===== src/rtl/pipe_stage_chain_pkg.sv =====
// Shared constants and width helpers for the elastic pipeline stage chain.
// Imported by the slot register and the chain top.
package pipe_stage_chain_pkg;

    localparam int DATA_W_DEF = 16;
    localparam int STAGES_DEF = 4;
    localparam int CNT_W_DEF  = 16;

    // Bits needed to hold a count of 0..n set bits.
    function automatic int occ_w(input int n);
        return $clog2(n + 1);
    endfunction

endpackage


===== src/rtl/pipe_slot.sv =====
// One valid/data register slot of the stage chain.
// Load wins over clear; the payload is kept when the slot empties.
module pipe_slot
    import pipe_stage_chain_pkg::*;
#(
    parameter int DATA_W = DATA_W_DEF
) (
    input  logic              Clk,
    input  logic              Rst,
    input  logic              load,
    input  logic              clear,
    input  logic [DATA_W-1:0] load_data,
    output logic              valid,
    output logic [DATA_W-1:0] data
);

    always_ff @(posedge Clk) begin
        if (Rst) begin
            valid <= 1'b0;
            data  <= '0;
        end else if (load) begin
            valid <= 1'b1;
            data  <= load_data;
        end else if (clear) begin
            valid <= 1'b0;
        end
    end

endmodule


===== src/rtl/pipe_stage_chain.sv =====
// Elastic chain of STAGES slots with valid/ready back-pressure,
// global stall, per-slot flush and a saturating drop counter.
module pipe_stage_chain
    import pipe_stage_chain_pkg::*;
#(
    parameter  int DATA_W = DATA_W_DEF,
    parameter  int STAGES = STAGES_DEF,
    parameter  int CNT_W  = CNT_W_DEF,
    localparam int OCC_W  = occ_w(STAGES)
) (
    input  logic              Clk,
    input  logic              Rst,
    input  logic              in_valid,
    input  logic [DATA_W-1:0] in_data,
    output logic              in_ready,
    output logic              out_valid,
    output logic [DATA_W-1:0] out_data,
    input  logic              out_ready,
    input  logic              stall,
    input  logic [STAGES-1:0] flush_mask,
    output logic [OCC_W-1:0]  occupancy,
    output logic [CNT_W-1:0]  drop_count
);

    localparam int SUM_W = ((CNT_W > OCC_W) ? CNT_W : OCC_W) + 1;
    localparam logic [CNT_W-1:0] CNT_MAX = '1;

    logic [STAGES-1:0] valid_q;
    logic [DATA_W-1:0] data_q [STAGES];
    logic [DATA_W-1:0] src    [STAGES];
    logic [STAGES-1:0] live;
    logic [STAGES:0]   rdy;
    logic [STAGES-1:0] load;
    logic [STAGES-1:0] clear;
    logic [STAGES-1:0] nxt_valid;
    logic [OCC_W-1:0]  nxt_cnt;
    logic [OCC_W-1:0]  drop_num;
    logic [SUM_W-1:0]  drop_sum;
    logic [CNT_W-1:0]  drop_nxt;

    assign live = valid_q & ~flush_mask;

    // A slot is ready when it will be empty or its entry moves on.
    always_comb begin
        rdy         = '0;
        rdy[STAGES] = out_ready & ~stall;
        for (int i = STAGES - 1; i >= 0; i--) begin
            rdy[i] = ~stall & (~live[i] | rdy[i+1]);
        end
    end

    for (genvar g = 0; g < STAGES; g++) begin : g_slot
        if (g == 0) begin : g_head
            assign load[g] = in_valid & rdy[0];
            assign src[g]  = in_data;
        end else begin : g_body
            assign load[g] = live[g-1] & rdy[g];
            assign src[g]  = data_q[g-1];
        end

        assign clear[g]     = flush_mask[g] | (live[g] & rdy[g+1]);
        assign nxt_valid[g] = load[g] | (valid_q[g] & ~clear[g]);

        pipe_slot #(
            .DATA_W (DATA_W)
        ) u_slot (
            .Clk       (Clk),
            .Rst       (Rst),
            .load      (load[g]),
            .clear     (clear[g]),
            .load_data (src[g]),
            .valid     (valid_q[g]),
            .data      (data_q[g])
        );
    end

    always_comb begin
        nxt_cnt  = '0;
        drop_num = '0;
        for (int i = 0; i < STAGES; i++) begin
            nxt_cnt  = nxt_cnt + OCC_W'(nxt_valid[i]);
            drop_num = drop_num + OCC_W'(valid_q[i] & flush_mask[i]);
        end
    end

    always_comb begin
        drop_sum = SUM_W'(drop_count) + SUM_W'(drop_num);
        if (drop_sum > SUM_W'(CNT_MAX)) begin
            drop_nxt = CNT_MAX;
        end else begin
            drop_nxt = drop_sum[CNT_W-1:0];
        end
    end

    always_ff @(posedge Clk) begin
        if (Rst) begin
            occupancy  <= '0;
            drop_count <= '0;
        end else begin
            occupancy  <= nxt_cnt;
            drop_count <= drop_nxt;
        end
    end

    assign in_ready  = rdy[0];
    assign out_valid = live[STAGES-1] & ~stall;
    assign out_data  = data_q[STAGES-1];

endmodule


===== config.mk =====
export PLATFORM = sky130hd
export DESIGN_NAME = pipe_stage_chain
export DESIGN_NICKNAME = d
export VERILOG_FILES = /design/src/rtl/pipe_stage_chain_pkg.sv /design/src/rtl/pipe_slot.sv /design/src/rtl/pipe_stage_chain.sv
export SDC_FILE = /design/constraint.sdc
export NUM_CORES = 1
export LEC_CHECK = 0
export CAP_MARGIN = 5
export CORE_MARGIN = 5
export CORE_UTILIZATION = 52
export CTS_CLUSTER_SIZE = 28
export DETAILED_ROUTE_END_ITERATION = 6
export GPL_TIMING_DRIVEN = 0
export PLACE_DENSITY = 0.84
export SLEW_MARGIN = 20
export SYNTH_ARGS = -nofsm -noshare
export SYNTH_HDL_FRONTEND = slang
export SYNTH_SLANG_ARGS = --single-unit

===== constraint.sdc =====
create_clock -name Clk -period 3.4 [get_ports Clk]
set_input_delay 0.34 -clock Clk [delete_from_list [all_inputs] [get_ports Clk]]
set_output_delay 0.34 -clock Clk [all_outputs]
set_load 0.01 [all_outputs]

==> flow_metrics.tcl <==
set metrics [dict create \
    std_cell_rows 30 \
    skew_ns 0.00849 \
    drtPass1Iterations 4 \
    io-pin-count 62 \
    post-route-drc-count 0 \
    rsz0062_at_grt "false" \
    final-instance-count-excl-fill 522 \
    grt_max_degree 17 \
    grt_first_pass_wirelength_mm 12.6 \
    ys.flop_type "dfxtp_1" \
    r2r_cells 9 \
    postRouteAntennaNets 0 \
    hold_buffers 0 \
    r2r-end "drop_count[6]" \
    max_freq_mhz 321 \
    layout_commonest_cell "dfxtp_1" \
    synth_edf_count 0 \
    dp.cells 507 \
    seqPwrFrac_pct 55.5 \
    fin_nets 453 \
    start_util_pct 53.3 \
    worstPathArrival_ns 3.39 \
    combPwrFrac_pct 5.4 \
    clkLatencyLatePin_ns 0.36 \
    yosysWarnings 0 \
    slew_headroom_pct 62.6 \
    fin_crit_ns 3.11 \
    clkSlewWorstSetupHoldPaths_ns 0.09 \
    hold_class "reg2reg" \
    die_h_microns 93.4 \
    status "finished clean" \
    cts_made_buffers 9 \
    wl_per_cell_microns 14.1 \
    syn_area_sq_mm 0.00362 \
    r2r-start "g_slot[2].u_slot.valid" \
    worst_pin_slew_ns 0.561 \
    internal-power_w 0.00143 \
    ir_drop_mv 0.292 \
    io_buffers 60 \
    synthesis.nets 383 \
    p_clk_share_pct 39.1 \
    finalSetupViolations 0 \
    vias_per_cell 4.99 \
    core_area_sq_mm 0.00679 \
    cp_max_fo 10 \
    htree_levels 3 \
    setup.worst_path.start_class "input pin" \
    drv_cap 0 \
    wl_mm 7.35 \
    yosysSeqAreaShare_pct 48.1 \
    synth_cell_types 40 \
    synth-async-reset-ratio_pct 0 \
    cts.sinks 87 \
    utilization_pct 66.8 \
    layout_common_cells "dfxtp_1, nor2_1, mux2i_1" \
    ctsResizeCount 0 \
    final_hold_viol_count 0 \
    crit_type "in2reg" \
    cts_buffer_depth 2 \
    drt_iter0_markers 103 \
    postSynthCellCount 351 \
    p_per_area_mw_per_mm2 412 \
    grt_overflow 0 \
    hold_depth 2 \
    grt_usage_pct 18.4 \
    power_switching_w 0.000440 \
    synth-seq-cells 87 \
    dpl.hpwl_mm 5.51 \
    gp_congestion 0.898 \
    crit_required_ns 3.68 \
    drv_slew 0 \
    antenna_cells 0 \
    die_x_microns 93.4 \
    r2r_setup_slack_ns 0.46 \
    grt_pass1_vias 2692 \
    p_sw_share_pct 23.6 \
    syn_area_per_cell_sq_um 10.3 \
    areaGrowthSynthToFinish_pct 25.4 \
    fin_crit_sh_pct 91.5 \
    antenna_found_initial 0 \
    vias 2605 \
    p_leak_nw 1.77 \
    drive_above_1_share_pct 10.3 \
    die_area_sq_mm 0.00873 \
    root_buffer "clkbuf_8" \
    final.setup.tns_ns 0 \
    cp-end-kind "register" \
    min_from "g_slot[3].u_slot.data[1]" \
    cts_tree "built" \
    hold_end "g_slot[3].u_slot.data[1]" \
]
[power by group through the flow]
stage / Combinational [W] / Clock, W / Sequential [W]
floorplan: 0.0000517 / 0 / 0.00106
global route: 0.000110 / 0.000795 / 0.00104
CTS: 0.000102 / 0.000748 / 0.00104
detailed placement: 0.000101 / 0 / 0.00106
global placement: 0.0000984 / 0 / 0.00106
finish: 0.000100 / 0.000731 / 0.00104
[how the worst max path moves through the flow]
stage / to / cells after the start / from / slack (ns)
final: drop_count[6] / 10 / flush_mask[2] / 0.29
after CTS: drop_count[6] / 11 / flush_mask[2] / 0.17
after global routing: drop_count[3] / 10 / flush_mask[2] / 0.07
after floorplan: drop_count[10] / 10 / drop_count[0] / 0.80
after detailed placement: drop_count[6] / 11 / flush_mask[2] / -0.19
after global placement: drop_count[6] / 11 / flush_mask[2] / -0.11
[worst max-delay path, stage by stage]
cell             delay (ns)
clkdlybuf4s50_1        0.56
nand2_1                0.10
fa_1                   0.49
fa_1                   0.46
inv_1                  0.08
fa_1                   0.24
and4_1                 0.39
nand4_1                0.27
clkbuf_1               0.29
a21oi_1                0.18
[synthesized netlist by cell type (all sizes together) (5+ instances only)]
master,count,area share [%]
inv,9,0.93
a21oi,16,2.2
nand2,6,0.62
nor2,66,6.8
xor2,8,1.9
nor2b,8,1.4
buf,23,5.3
mux2i,64,18
o21ai,5,0.69
dfxtp,87,48
clkbuf,12,1.2
[through the flow]
stage	instance area, sq um	hold slack, ns	setup slack [ns]	total power [W]
floorplan	3620	0.460	0.797	0.00111
global placement	4340	0.472	-0.114	0.00116
detailed placement	4340	0.481	-0.193	0.00116
CTS	4540	0.504	0.170	0.00189
global route	4540	0.525	0.0744	0.00194
finish	4540	0.499	0.289	0.00187
[state kept, by name (all words and copies together), names as in the netlist]
register	cells
occupancy	3
drop_count	16
g_slot.u_slot.data	64
g_slot.u_slot.valid	4
[cells by family after synthesis]
| family | after synthesis | synth area share [%] |
|---|---|---|
| AO/OA/AOI/OAI | 35 | 6.81 |
| adder cells (fa/ha/maj) | 7 | 3.25 |
| XOR/XNOR | 10 | 2.42 |
| flip-flops | 87 | 48.1 |
| multiplexers | 64 | 17.7 |
| AND/OR/NAND/NOR | 104 | 14.2 |
| buffers and inverters | 44 | 7.47 |
[timing repair]
item	CTS	global route
setup buffers	0	0
endpoints found under the hold margin	0	0
endpoints found under the setup margin	0	3
[per-layer routing]
metal | GRT usage [%] | share of wire, % | up-vias
met1 | 22.7 | 44 | 1199
met2 | 30.6 | 49 | 75
met5 | 0 | 0 | -
met3 | 4.02 | 4.9 | 16
met4 | 8.55 | 1.9 | 0
li1 | - | - | 1315
[final cells by class]
type	count	area, sq um
clock buffers	9	124
repair buffers	60	601
plain buffers	34	233
multi-input cells	220	1610
fillers	545	2250
flip-flops and latches	87	1740
inverters	9	33.8
well taps	96	120
clock inverters	7	80.1
Power figures use the tool's default switching activity.
